**config.mk**
```make
export PLATFORM = sky130hd
export DESIGN_NAME = reorder_buffer_flat
export DESIGN_NICKNAME = d
export VERILOG_FILES = /design/src/rtl/rob_pkg.sv /design/src/rtl/reorder_buffer_if.sv /design/src/rtl/rob_query_port.sv /design/src/rtl/reorder_buffer.sv /design/src/flat_wrapper.sv
export SDC_FILE = /design/constraint.sdc
export NUM_CORES = 2
export LEC_CHECK = 0
export CAP_MARGIN = 30
export CORE_AREA = 4 4 368 370
export DETAILED_ROUTE_END_ITERATION = 8
export DIE_AREA = 0 0 372 374
export SLEW_MARGIN = 20
export SYNTH_ARGS = -nofsm -noshare
export SYNTH_HDL_FRONTEND = slang
export SYNTH_SLANG_ARGS = --single-unit
```
**constraint.sdc**
```tcl
create_clock -name clockIn -period 8.8 [get_ports clockIn]
set_clock_uncertainty 0.1 [all_clocks]
set_input_delay 1.76 -clock clockIn [delete_from_list [all_inputs] [get_ports clockIn]]
set_output_delay 1.76 -clock clockIn [all_outputs]
set_load 0.01 [all_outputs]
```
**src/rtl/rob_pkg.sv**
```systemverilog
// Shared reorder-buffer definitions: core-level index width, entry type
// encodings and the per-entry storage record.
package rob_pkg;

    localparam int ROB_WIDTH = 4;

    typedef enum logic [1:0] {
        ROB_REG    = 2'd0,
        ROB_STORE  = 2'd1,
        ROB_BRANCH = 2'd2
    } robType_t;

    typedef struct packed {
        logic        busy;
        logic        ready;
        robType_t    kind;
        logic [4:0]  dest;
        logic [31:0] value;
        logic        predTaken;
        logic        taken;
        logic [31:0] target;
    } robEntry_t;

endpackage

```
**src/rtl/reorder_buffer_if.sv**
```systemverilog
// Bundle of every reorder-buffer connection other than clock and reset.
// The core side uses the master modport, the buffer itself uses slave.
interface reorder_buffer_if #(parameter int ROB_WIDTH = rob_pkg::ROB_WIDTH);

    logic                 issueValid;
    logic [1:0]           issueType;
    logic [4:0]           issueDest;
    logic                 issuePredTaken;
    logic                 robFull;
    logic [ROB_WIDTH-1:0] robTailId;

    logic                 cdbValid;
    logic [ROB_WIDTH-1:0] cdbRobId;
    logic [31:0]          cdbValue;
    logic                 cdbTaken;
    logic [31:0]          cdbTarget;

    logic                 regUpdateValid;
    logic [4:0]           regUpdateDest;
    logic [31:0]          regValue;
    logic [ROB_WIDTH-1:0] regUpdateRobId;

    logic [ROB_WIDTH-1:0] robRs1Dep;
    logic                 robRs1Ready;
    logic [31:0]          robRs1Value;
    logic [ROB_WIDTH-1:0] robRs2Dep;
    logic                 robRs2Ready;
    logic [31:0]          robRs2Value;

    logic                 storeCommit;
    logic [ROB_WIDTH-1:0] storeRobId;
    logic                 clearOut;
    logic [31:0]          newPc;

    modport master (
        output issueValid, issueType, issueDest, issuePredTaken,
        output cdbValid, cdbRobId, cdbValue, cdbTaken, cdbTarget,
        output robRs1Dep, robRs2Dep,
        input  robFull, robTailId,
        input  regUpdateValid, regUpdateDest, regValue, regUpdateRobId,
        input  robRs1Ready, robRs1Value, robRs2Ready, robRs2Value,
        input  storeCommit, storeRobId, clearOut, newPc
    );

    modport slave (
        input  issueValid, issueType, issueDest, issuePredTaken,
        input  cdbValid, cdbRobId, cdbValue, cdbTaken, cdbTarget,
        input  robRs1Dep, robRs2Dep,
        output robFull, robTailId,
        output regUpdateValid, regUpdateDest, regValue, regUpdateRobId,
        output robRs1Ready, robRs1Value, robRs2Ready, robRs2Value,
        output storeCommit, storeRobId, clearOut, newPc
    );

endinterface

```
**src/rtl/rob_query_port.sv**
```systemverilog
// One operand dependency lookup: an entry is usable if it already holds its
// result or the CDB is broadcasting that result in the same cycle.
module rob_query_port #(parameter int ROB_WIDTH = rob_pkg::ROB_WIDTH) (
    input  logic [ROB_WIDTH-1:0] dep,
    input  logic                 entryBusy,
    input  logic                 entryReady,
    input  logic [31:0]          entryValue,
    input  logic                 cdbValid,
    input  logic [ROB_WIDTH-1:0] cdbRobId,
    input  logic [31:0]          cdbValue,
    output logic                 depReady,
    output logic [31:0]          depValue
);

    logic cdbHit;

    assign cdbHit   = cdbValid && (cdbRobId == dep);
    assign depReady = entryBusy && (entryReady || cdbHit);
    assign depValue = cdbHit ? cdbValue : entryValue;

endmodule

```
**src/rtl/reorder_buffer.sv**
```systemverilog
// Circular in-order reorder buffer: allocates at tail, fills from the CDB,
// retires one entry per cycle at head and flushes on a branch mispredict.
module reorder_buffer
    import rob_pkg::*;
#(
    parameter int ROB_WIDTH = rob_pkg::ROB_WIDTH
) (
    input  logic             clockIn,
    input  logic             resetIn,
    reorder_buffer_if.slave  bus
);

    localparam int DEPTH = 2 ** ROB_WIDTH;

    robEntry_t            entries [DEPTH];
    logic [ROB_WIDTH-1:0] head;
    logic [ROB_WIDTH-1:0] tail;
    logic [ROB_WIDTH:0]   count;

    robEntry_t headEntry;
    logic      robFull;
    logic      doIssue;
    logic      doWriteBack;
    logic      doCommit;
    logic      mispredict;

    assign headEntry   = entries[head];
    assign robFull     = (count == (ROB_WIDTH+1)'(DEPTH));
    assign doIssue     = bus.issueValid && !robFull;
    assign doWriteBack = bus.cdbValid && entries[bus.cdbRobId].busy;
    assign doCommit    = (count != '0) && headEntry.busy && headEntry.ready;
    assign mispredict  = doCommit && (headEntry.kind == ROB_BRANCH)
                         && (headEntry.taken != headEntry.predTaken);

    assign bus.robFull   = robFull;
    assign bus.robTailId = tail;

    rob_query_port #(.ROB_WIDTH(ROB_WIDTH)) rs1Query (
        .dep        (bus.robRs1Dep),
        .entryBusy  (entries[bus.robRs1Dep].busy),
        .entryReady (entries[bus.robRs1Dep].ready),
        .entryValue (entries[bus.robRs1Dep].value),
        .cdbValid   (bus.cdbValid),
        .cdbRobId   (bus.cdbRobId),
        .cdbValue   (bus.cdbValue),
        .depReady   (bus.robRs1Ready),
        .depValue   (bus.robRs1Value)
    );

    rob_query_port #(.ROB_WIDTH(ROB_WIDTH)) rs2Query (
        .dep        (bus.robRs2Dep),
        .entryBusy  (entries[bus.robRs2Dep].busy),
        .entryReady (entries[bus.robRs2Dep].ready),
        .entryValue (entries[bus.robRs2Dep].value),
        .cdbValid   (bus.cdbValid),
        .cdbRobId   (bus.cdbRobId),
        .cdbValue   (bus.cdbValue),
        .depReady   (bus.robRs2Ready),
        .depValue   (bus.robRs2Value)
    );

    // Commit pulses default low every edge; a mispredict wipes the whole
    // window and swallows any issue or write-back arriving on that edge.
    always_ff @(posedge clockIn) begin
        bus.regUpdateValid <= 1'b0;
        bus.storeCommit    <= 1'b0;
        bus.clearOut       <= 1'b0;
        if (resetIn) begin
            head               <= '0;
            tail               <= '0;
            count              <= '0;
            bus.newPc          <= '0;
            bus.regValue       <= '0;
            bus.regUpdateDest  <= '0;
            bus.regUpdateRobId <= '0;
            bus.storeRobId     <= '0;
            for (int i = 0; i < DEPTH; i++) begin
                entries[i].busy  <= 1'b0;
                entries[i].ready <= 1'b0;
            end
        end else if (mispredict) begin
            head         <= '0;
            tail         <= '0;
            count        <= '0;
            bus.clearOut <= 1'b1;
            bus.newPc    <= headEntry.target;
            for (int i = 0; i < DEPTH; i++) begin
                entries[i].busy  <= 1'b0;
                entries[i].ready <= 1'b0;
            end
        end else begin
            if (doIssue) begin
                entries[tail].busy      <= 1'b1;
                entries[tail].ready     <= 1'b0;
                entries[tail].kind      <= robType_t'(bus.issueType);
                entries[tail].dest      <= bus.issueDest;
                entries[tail].predTaken <= bus.issuePredTaken;
                tail                    <= tail + 1'b1;
            end
            if (doWriteBack) begin
                entries[bus.cdbRobId].value  <= bus.cdbValue;
                entries[bus.cdbRobId].taken  <= bus.cdbTaken;
                entries[bus.cdbRobId].target <= bus.cdbTarget;
                entries[bus.cdbRobId].ready  <= 1'b1;
            end
            // Placed after the write-back so retiring the head always wins.
            if (doCommit) begin
                entries[head].busy  <= 1'b0;
                entries[head].ready <= 1'b0;
                head                <= head + 1'b1;
                if (headEntry.kind == ROB_REG) begin
                    bus.regUpdateValid <= 1'b1;
                    bus.regUpdateDest  <= headEntry.dest;
                    bus.regValue       <= headEntry.value;
                    bus.regUpdateRobId <= head;
                end else if (headEntry.kind == ROB_STORE) begin
                    bus.storeCommit <= 1'b1;
                    bus.storeRobId  <= head;
                end
            end
            count <= count + (ROB_WIDTH+1)'(doIssue) - (ROB_WIDTH+1)'(doCommit);
        end
    end

endmodule
```
**src/flat_wrapper.sv**
```systemverilog
// flat-port wrapper written by rule: the top's interface ports become plain ports
module reorder_buffer_flat import rob_pkg::*;
#(
    parameter int ROB_WIDTH = rob_pkg::ROB_WIDTH
)
  (clockIn, resetIn, bus_issueValid, bus_issueType, bus_issueDest, bus_issuePredTaken, bus_cdbValid, bus_cdbRobId, bus_cdbValue, bus_cdbTaken, bus_cdbTarget, bus_robRs1Dep, bus_robRs2Dep, bus_robFull, bus_robTailId, bus_regUpdateValid, bus_regUpdateDest, bus_regValue, bus_regUpdateRobId, bus_robRs1Ready, bus_robRs1Value, bus_robRs2Ready, bus_robRs2Value, bus_storeCommit, bus_storeRobId, bus_clearOut, bus_newPc);
  reorder_buffer_if #(.ROB_WIDTH(ROB_WIDTH)) bus_i ();
  input  logic clockIn;
  input  logic resetIn;
  input wire logic [$bits(bus_i.issueValid)-1:0] bus_issueValid;
  input wire logic [$bits(bus_i.issueType)-1:0] bus_issueType;
  input wire logic [$bits(bus_i.issueDest)-1:0] bus_issueDest;
  input wire logic [$bits(bus_i.issuePredTaken)-1:0] bus_issuePredTaken;
  input wire logic [$bits(bus_i.cdbValid)-1:0] bus_cdbValid;
  input wire logic [$bits(bus_i.cdbRobId)-1:0] bus_cdbRobId;
  input wire logic [$bits(bus_i.cdbValue)-1:0] bus_cdbValue;
  input wire logic [$bits(bus_i.cdbTaken)-1:0] bus_cdbTaken;
  input wire logic [$bits(bus_i.cdbTarget)-1:0] bus_cdbTarget;
  input wire logic [$bits(bus_i.robRs1Dep)-1:0] bus_robRs1Dep;
  input wire logic [$bits(bus_i.robRs2Dep)-1:0] bus_robRs2Dep;
  output wire logic [$bits(bus_i.robFull)-1:0] bus_robFull;
  output wire logic [$bits(bus_i.robTailId)-1:0] bus_robTailId;
  output wire logic [$bits(bus_i.regUpdateValid)-1:0] bus_regUpdateValid;
  output wire logic [$bits(bus_i.regUpdateDest)-1:0] bus_regUpdateDest;
  output wire logic [$bits(bus_i.regValue)-1:0] bus_regValue;
  output wire logic [$bits(bus_i.regUpdateRobId)-1:0] bus_regUpdateRobId;
  output wire logic [$bits(bus_i.robRs1Ready)-1:0] bus_robRs1Ready;
  output wire logic [$bits(bus_i.robRs1Value)-1:0] bus_robRs1Value;
  output wire logic [$bits(bus_i.robRs2Ready)-1:0] bus_robRs2Ready;
  output wire logic [$bits(bus_i.robRs2Value)-1:0] bus_robRs2Value;
  output wire logic [$bits(bus_i.storeCommit)-1:0] bus_storeCommit;
  output wire logic [$bits(bus_i.storeRobId)-1:0] bus_storeRobId;
  output wire logic [$bits(bus_i.clearOut)-1:0] bus_clearOut;
  output wire logic [$bits(bus_i.newPc)-1:0] bus_newPc;
  assign bus_i.issueValid = bus_issueValid;
  assign bus_i.issueType = bus_issueType;
  assign bus_i.issueDest = bus_issueDest;
  assign bus_i.issuePredTaken = bus_issuePredTaken;
  assign bus_i.cdbValid = bus_cdbValid;
  assign bus_i.cdbRobId = bus_cdbRobId;
  assign bus_i.cdbValue = bus_cdbValue;
  assign bus_i.cdbTaken = bus_cdbTaken;
  assign bus_i.cdbTarget = bus_cdbTarget;
  assign bus_i.robRs1Dep = bus_robRs1Dep;
  assign bus_i.robRs2Dep = bus_robRs2Dep;
  assign bus_robFull = bus_i.robFull;
  assign bus_robTailId = bus_i.robTailId;
  assign bus_regUpdateValid = bus_i.regUpdateValid;
  assign bus_regUpdateDest = bus_i.regUpdateDest;
  assign bus_regValue = bus_i.regValue;
  assign bus_regUpdateRobId = bus_i.regUpdateRobId;
  assign bus_robRs1Ready = bus_i.robRs1Ready;
  assign bus_robRs1Value = bus_i.robRs1Value;
  assign bus_robRs2Ready = bus_i.robRs2Ready;
  assign bus_robRs2Value = bus_i.robRs2Value;
  assign bus_storeCommit = bus_i.storeCommit;
  assign bus_storeRobId = bus_i.storeRobId;
  assign bus_clearOut = bus_i.clearOut;
  assign bus_newPc = bus_i.newPc;
  reorder_buffer #(.ROB_WIDTH(ROB_WIDTH)) u_core (.clockIn(clockIn), .resetIn(resetIn), .bus(bus_i));
endmodule
```
# [Yosys cells after proc, flatten, opt, wreduce, memory -nomap -nowiden]
# Memory sizes are Yosys's and may differ from the RTL's. A register that Yosys moved wholly into a read port is not among the register bits.
# Index checks and enable logic that the tools add are counted.
# W data, S select, Z words.
[totals] register_bits=93 mem_bits_rw=1200 in_bits=89 output_inout_bits=151 word_cells=144 n_memories=1
[mem_list] memory="u_core.entries" depth=16 word_bits=75 read_ports=4 rd_clocked_by_memory_dff=1 wr=16 line_no="reorder_buffer.sv:15" rtl="robEntry_t entries [DEPTH];"
[classes] n_addsub=4 eq_ne=6 mux=64 bitwise_logic=35 reduce_logical=23
[op_table] cell="$mux W75" count=3
[op_table] cell="$reduce_or A75 Y1" count=3
[op_table] cell="$mux W32" count=2
[op_table] cell="$mux W1" count=51
[op_table] cell="$or A1 B1 Y1" count=32
[op_table] cell="$mux W4" count=7
[op_table] cell="$logic_and A1 B1 Y1" count=10
[op_table] cell="$add A4 B1 Y4 const B" count=2
[op_table] cell="$eq A4 B4 Y1" count=2
[op_table] cell="$add A5 B1 Y5" count=1
[op_table] cell="$eq A5 B5 Y1 const B" count=1
[op_table] cell="$reduce_bool A5 Y1" count=1
[op_table] cell="$sub A5 B1 Y5" count=1
[op_table] cell="$reduce_and A4 Y1" count=1
[op_table] cell="$reduce_or A4 Y1" count=1
[op_table] cell="$mux W3" count=1
[op_table] cell="$not A1 Y1" count=3
[op_table] cell="$reduce_and A3 Y1" count=1
[op_table] cell="$reduce_or A3 Y1" count=1
[op_table] cell="$eq A2 B1 Y1 const B" count=1
[op_table] cell="$eq A2 B2 Y1 const B" count=1
[op_table] cell="$logic_not A2 Y1" count=1
[op_table] cell="$logic_or A1 B1 Y1" count=2
[op_table] cell="$reduce_or A2 Y1" count=1
[op_table] cell="other kinds (2)" count=2

# [Depth between registers and ports, before layout]
[logic_depth] depth_word=10 depth_mapped=18 depth_no_buf=15

# [Hierarchy]
# A second synthesis with hierarchy kept.
[hier_totals] hier_cells=2763 hier_area_um2=58280.9
[modules_own_cells] module="reorder_buffer" instances=1 cells_each=2679 area_each_um2=57357.5 seq_area_each_um2=37656.1
[modules_own_cells] module="rob_query_port" instances=2 cells_each=42 area_each_um2=461.7 seq_area_each_um2=0.0

# [Least setup slack after synthesis]
# OpenSTA, ideal clock, no wires.
[synth_timing] kind="input to register" start="in bus_cdbRobId[1]" end="mem u_core.entries[10][0] in the netlist's numbering, enable pin" setup_ps=581 t_arrival_ps=7690 required_ps=8119 path_slack_ps=428 stages=6 path_cell_list="clkbuf_1 mux4_2 mux2i_1 nor3b_1 and2_0 nor3b_1"
[synth_rtl] item="from (decl)" line_no="flat_wrapper.sv:15" rtl="input wire logic [$bits(bus_i.cdbRobId)-1:0] bus_cdbRobId;"
[synth_rtl] item="to (decl)" line_no="reorder_buffer.sv:15"

# [Worst setup path after layout]
[layout_timing] start="in bus_cdbRobId[3]" end="out bus_robRs1Ready"
[layout_via] elab_chain_len=4
[layout_rtl] item="$eq A4 B4 Y1" line_no="rob_query_port.sv:17" rtl="assign cdbHit = cdbValid && (cdbRobId == dep);"
[layout_rtl] item="$logic_and A1 B1 Y1" line_no="rob_query_port.sv:17"
[layout_rtl] item="$logic_or A1 B1 Y1" line_no="rob_query_port.sv:18" rtl="assign depReady = entryBusy && (entryReady || cdbHit);"
[layout_rtl] item="$logic_and A1 B1 Y1" line_no="rob_query_port.sv:18"
[layout_rtl] item="to (decl)" line_no="flat_wrapper.sv:27" rtl="output wire logic [$bits(bus_i.robRs1Ready)-1:0] bus_robRs1Ready;"
# No other way between the ends.

==> flow_metrics.tcl <==
set metrics [dict create \
    number_of_placed_instances_with_taps_included 4862 \
    grt_first_pass_wirelength_um 243000 \
    multi_input_area_mm2 0.0204 \
    core-area_mm2 0.133 \
    regArea_mm2 0.0377 \
    worstPathArrival_ns 5.17 \
    die_w_um 372 \
    postCtsHoldBufs 0 \
    final-hold-violation-count 0 \
    global_route.overflow_total 0 \
    dp.final_hpwl_um 93400 \
    cts-htree-levels 4 \
    io_buffer_count 239 \
    cts-resized-gates 0 \
    hp-class "register to register" \
    start_util 0.445 \
    grt_pass1_vias 34600 \
    power.total_mw 13.5 \
    routed_wire_length_per_instance_um 32.7 \
    finish.cell_count_without_fillers 5136 \
    finalCriticalPeriod_ns 7.03 \
    finish.net_count 3348 \
    syn-mean-instance-area_um2 19.6 \
    cts_tree "built" \
    drt_drc_violations_left 0 \
    finalSetupTns_ns 0 \
    p_leak_nw 20.3 \
    postLayoutCoreUtil 0.516 \
    synth.top_cells.by_count "sky130_fd_sc_hd__edfxtp_1 (1168), sky130_fd_sc_hd__mux4_2 (701), sky130_fd_sc_hd__nor2_1 (175)" \
    power_per_cell_area_mw_per_mm2 198 \
    floorplan.io_pins 240 \
    critPathCaptureType "primary output" \
    cts-buffers-inserted 142 \
    critical_path_peak_fanout 27 \
    synth-warning-count 0 \
    async_reset_ff_frac 0 \
    grt_start_max_net_pins 86 \
    final.fill_count 10400 \
    worst_slew_margin_rel 0.304 \
    timing.critical_path.from_type "input pin" \
    drt_pre_antenna_iters 5 \
    unrepaired_setup_endpoints_after_global_routing "false" \
    min_period_over_period 0.799 \
    floorplan.die_area_mm2 0.139 \
    cts_max_path_buffers 3 \
    gr-usage-all-layers 0.242 \
    floorplan.die.height_um 374 \
    clk_latency_ns 0.77 \
    antenna_found_initial 15 \
    syn_nets 3120 \
    num_rows 134 \
    postSynth.topFlopCell "sky130_fd_sc_hd__edfxtp_1" \
    via_count 33100 \
    viasPerCell 6.44 \
    timing.setup.critical_path_class "input pin to primary output" \
    max_cap_viol_count 0 \
    worst_ir_drop_on_vdd_mv 0.198 \
    drive_above_1_share 0.330 \
    synth-seq-area-share 0.638 \
    antenna_left 0 \
    detailedRoute.firstIterationViolations 3474 \
    post_cts.repair.setup_buffers 0 \
    netlist-cell-type-count 57 \
    flow.area_growth_from_synthesis_pct 15.8 \
    netlist_instances 3016 \
    wl_final_um 168000 \
    synth.largest_area_cell "sky130_fd_sc_hd__edfxtp_1" \
    report.final.setup_viol 0 \
    tritoncts_num_sinks 1297 \
    ys_seq_elements 1297 \
    detailed_place.area_mm2 0.0636 \
    timing_worst_slew_pin_value_ns 1.04 \
    synth_area_leaders "sky130_fd_sc_hd__edfxtp_1 (59%), sky130_fd_sc_hd__mux4_2 (27%), sky130_fd_sc_hd__dfxtp_1 (4.4%)" \
    cts_root_buffer "sky130_fd_sc_hd__clkbuf_16" \
    finalInstanceArea_mm2 0.0684 \
    outcome "finished, final reports clean" \
    critPathRequiredTime_ns 6.94 \
    clock_transition_time_at_the_flip_flop_clock_pins_of_the_worst_setup_and_hold_paths_ns 0.06 \
    synth_area_mm2 0.0590 \
    yosys.area.top_type_share 0.594 \
    synth_edf_count 1168 \
    final_weighted_congestion_in_routability_driven_placement 0.853 \
    final-max-slew-violation-count 0 \
    maxClockFrequency_mhz 142 \
    synthMostInstantiatedCell "sky130_fd_sc_hd__edfxtp_1" \
]
[per-stage QoR]
step                hold slack (ns)  worst slack, ns
global placement              0.348             1.91
detailed placement            0.347             1.86
finish                        0.354             1.77
global route                  0.379             1.60
floorplan                     0.371            0.428
CTS                           0.355             1.84
[metal layers]
| metal | GRT usage | share of wire |
|---|---|---|
| met1 | 0.335 | 0.40 |
| met2 | 0.391 | 0.49 |
| met3 | 0.0483 | 0.082 |
| met4 | 0.0756 | 0.029 |
| met5 | 0 | 0.00048 |
[final cells by class]
type,instances,area share
Tap cell,1768,0.0324
Sequential cell,1297,0.551
Antenna cell,5,0.000183
Multi-Input combinational cell,1459,0.298
Timing Repair Buffer,320,0.0482
Clock buffer,196,0.0581
Inverter,24,0.00132
Clock inverter,67,0.0107
[power breakdown]
| part | leakage (nW) | internal, mW | switching (mW) |
|---|---|---|---|
| clock | 2.29 | 3.51 | 2.46 |
| sequential | 11.5 | 6.72 | 0.0177 |
| combinational | 6.55 | 0.351 | 0.463 |
| total | 20.3 | 10.6 | 2.94 |
[logic make-up (layout without fill, tap and decap cells)]
logic type,count (synthesis),in the layout,share of synthesized area
adder cells (fa/ha/maj),15,15,0.00331
flip-flops,1297,1297,0.638
buffers and inverters,260,607,0.0195
AND/OR/NAND/NOR,473,473,0.0373
multiplexers,775,775,0.281
other,0,5,0
AO/OA/AOI/OAI,180,180,0.0182
XOR/XNOR,16,16,0.00250
[critical path, stage by stage]
cell	delay [ns]
sky130_fd_sc_hd__clkdlybuf4s50_1	0.93
sky130_fd_sc_hd__xor2_1	0.22
sky130_fd_sc_hd__nor4_4	0.34
sky130_fd_sc_hd__buf_4	0.52
sky130_fd_sc_hd__o221ai_1	0.20
sky130_fd_sc_hd__o21ai_0	0.53
sky130_fd_sc_hd__clkdlybuf4s50_1	0.66
[placed cells by master (no fill, tap or decap), types with 24 or more instances in the layout]
cell / n
sky130_fd_sc_hd__a21oi_1: 79
sky130_fd_sc_hd__buf_4: 61
sky130_fd_sc_hd__clkbuf_1: 38
sky130_fd_sc_hd__clkbuf_16: 147
sky130_fd_sc_hd__clkdlybuf4s50_1: 230
sky130_fd_sc_hd__dfxtp_1: 125
sky130_fd_sc_hd__edfxtp_1: 1168
sky130_fd_sc_hd__inv_1: 24
sky130_fd_sc_hd__mux2_2: 70
sky130_fd_sc_hd__mux4_2: 701
sky130_fd_sc_hd__nand2_1: 127
sky130_fd_sc_hd__nand3_1: 69
sky130_fd_sc_hd__nor2_1: 160
sky130_fd_sc_hd__o21ai_0: 47
[worst paths after layout]
check	from	to	slack (ns)	cells past startpoint
setup reg to reg	register	u_core.entries[0][69]	3.37	10
hold reg to reg	u_core.bus.newPc[10]	u_core.bus.newPc[10]	0.35	2
hold / removal	u_core.bus.newPc[10]	u_core.bus.newPc[10]	0.35	2
setup / recovery	bus_cdbRobId[3]	bus_robRs1Ready	1.77	7
[sequential cells by signal, summed over array words and instances (netlist names), named ones only]
register                   cells
u_core.bus.clearOut            1
u_core.bus.newPc              32
u_core.bus.regUpdateDest       5
u_core.bus.regUpdateRobId      4
u_core.bus.regUpdateValid      1
u_core.bus.regValue           32
u_core.bus.robTailId           4
u_core.bus.storeCommit         1
u_core.bus.storeRobId          4
u_core.count                   5
u_core.entries              1200
u_core.head                    4
Power figures use the tool's default switching activity.
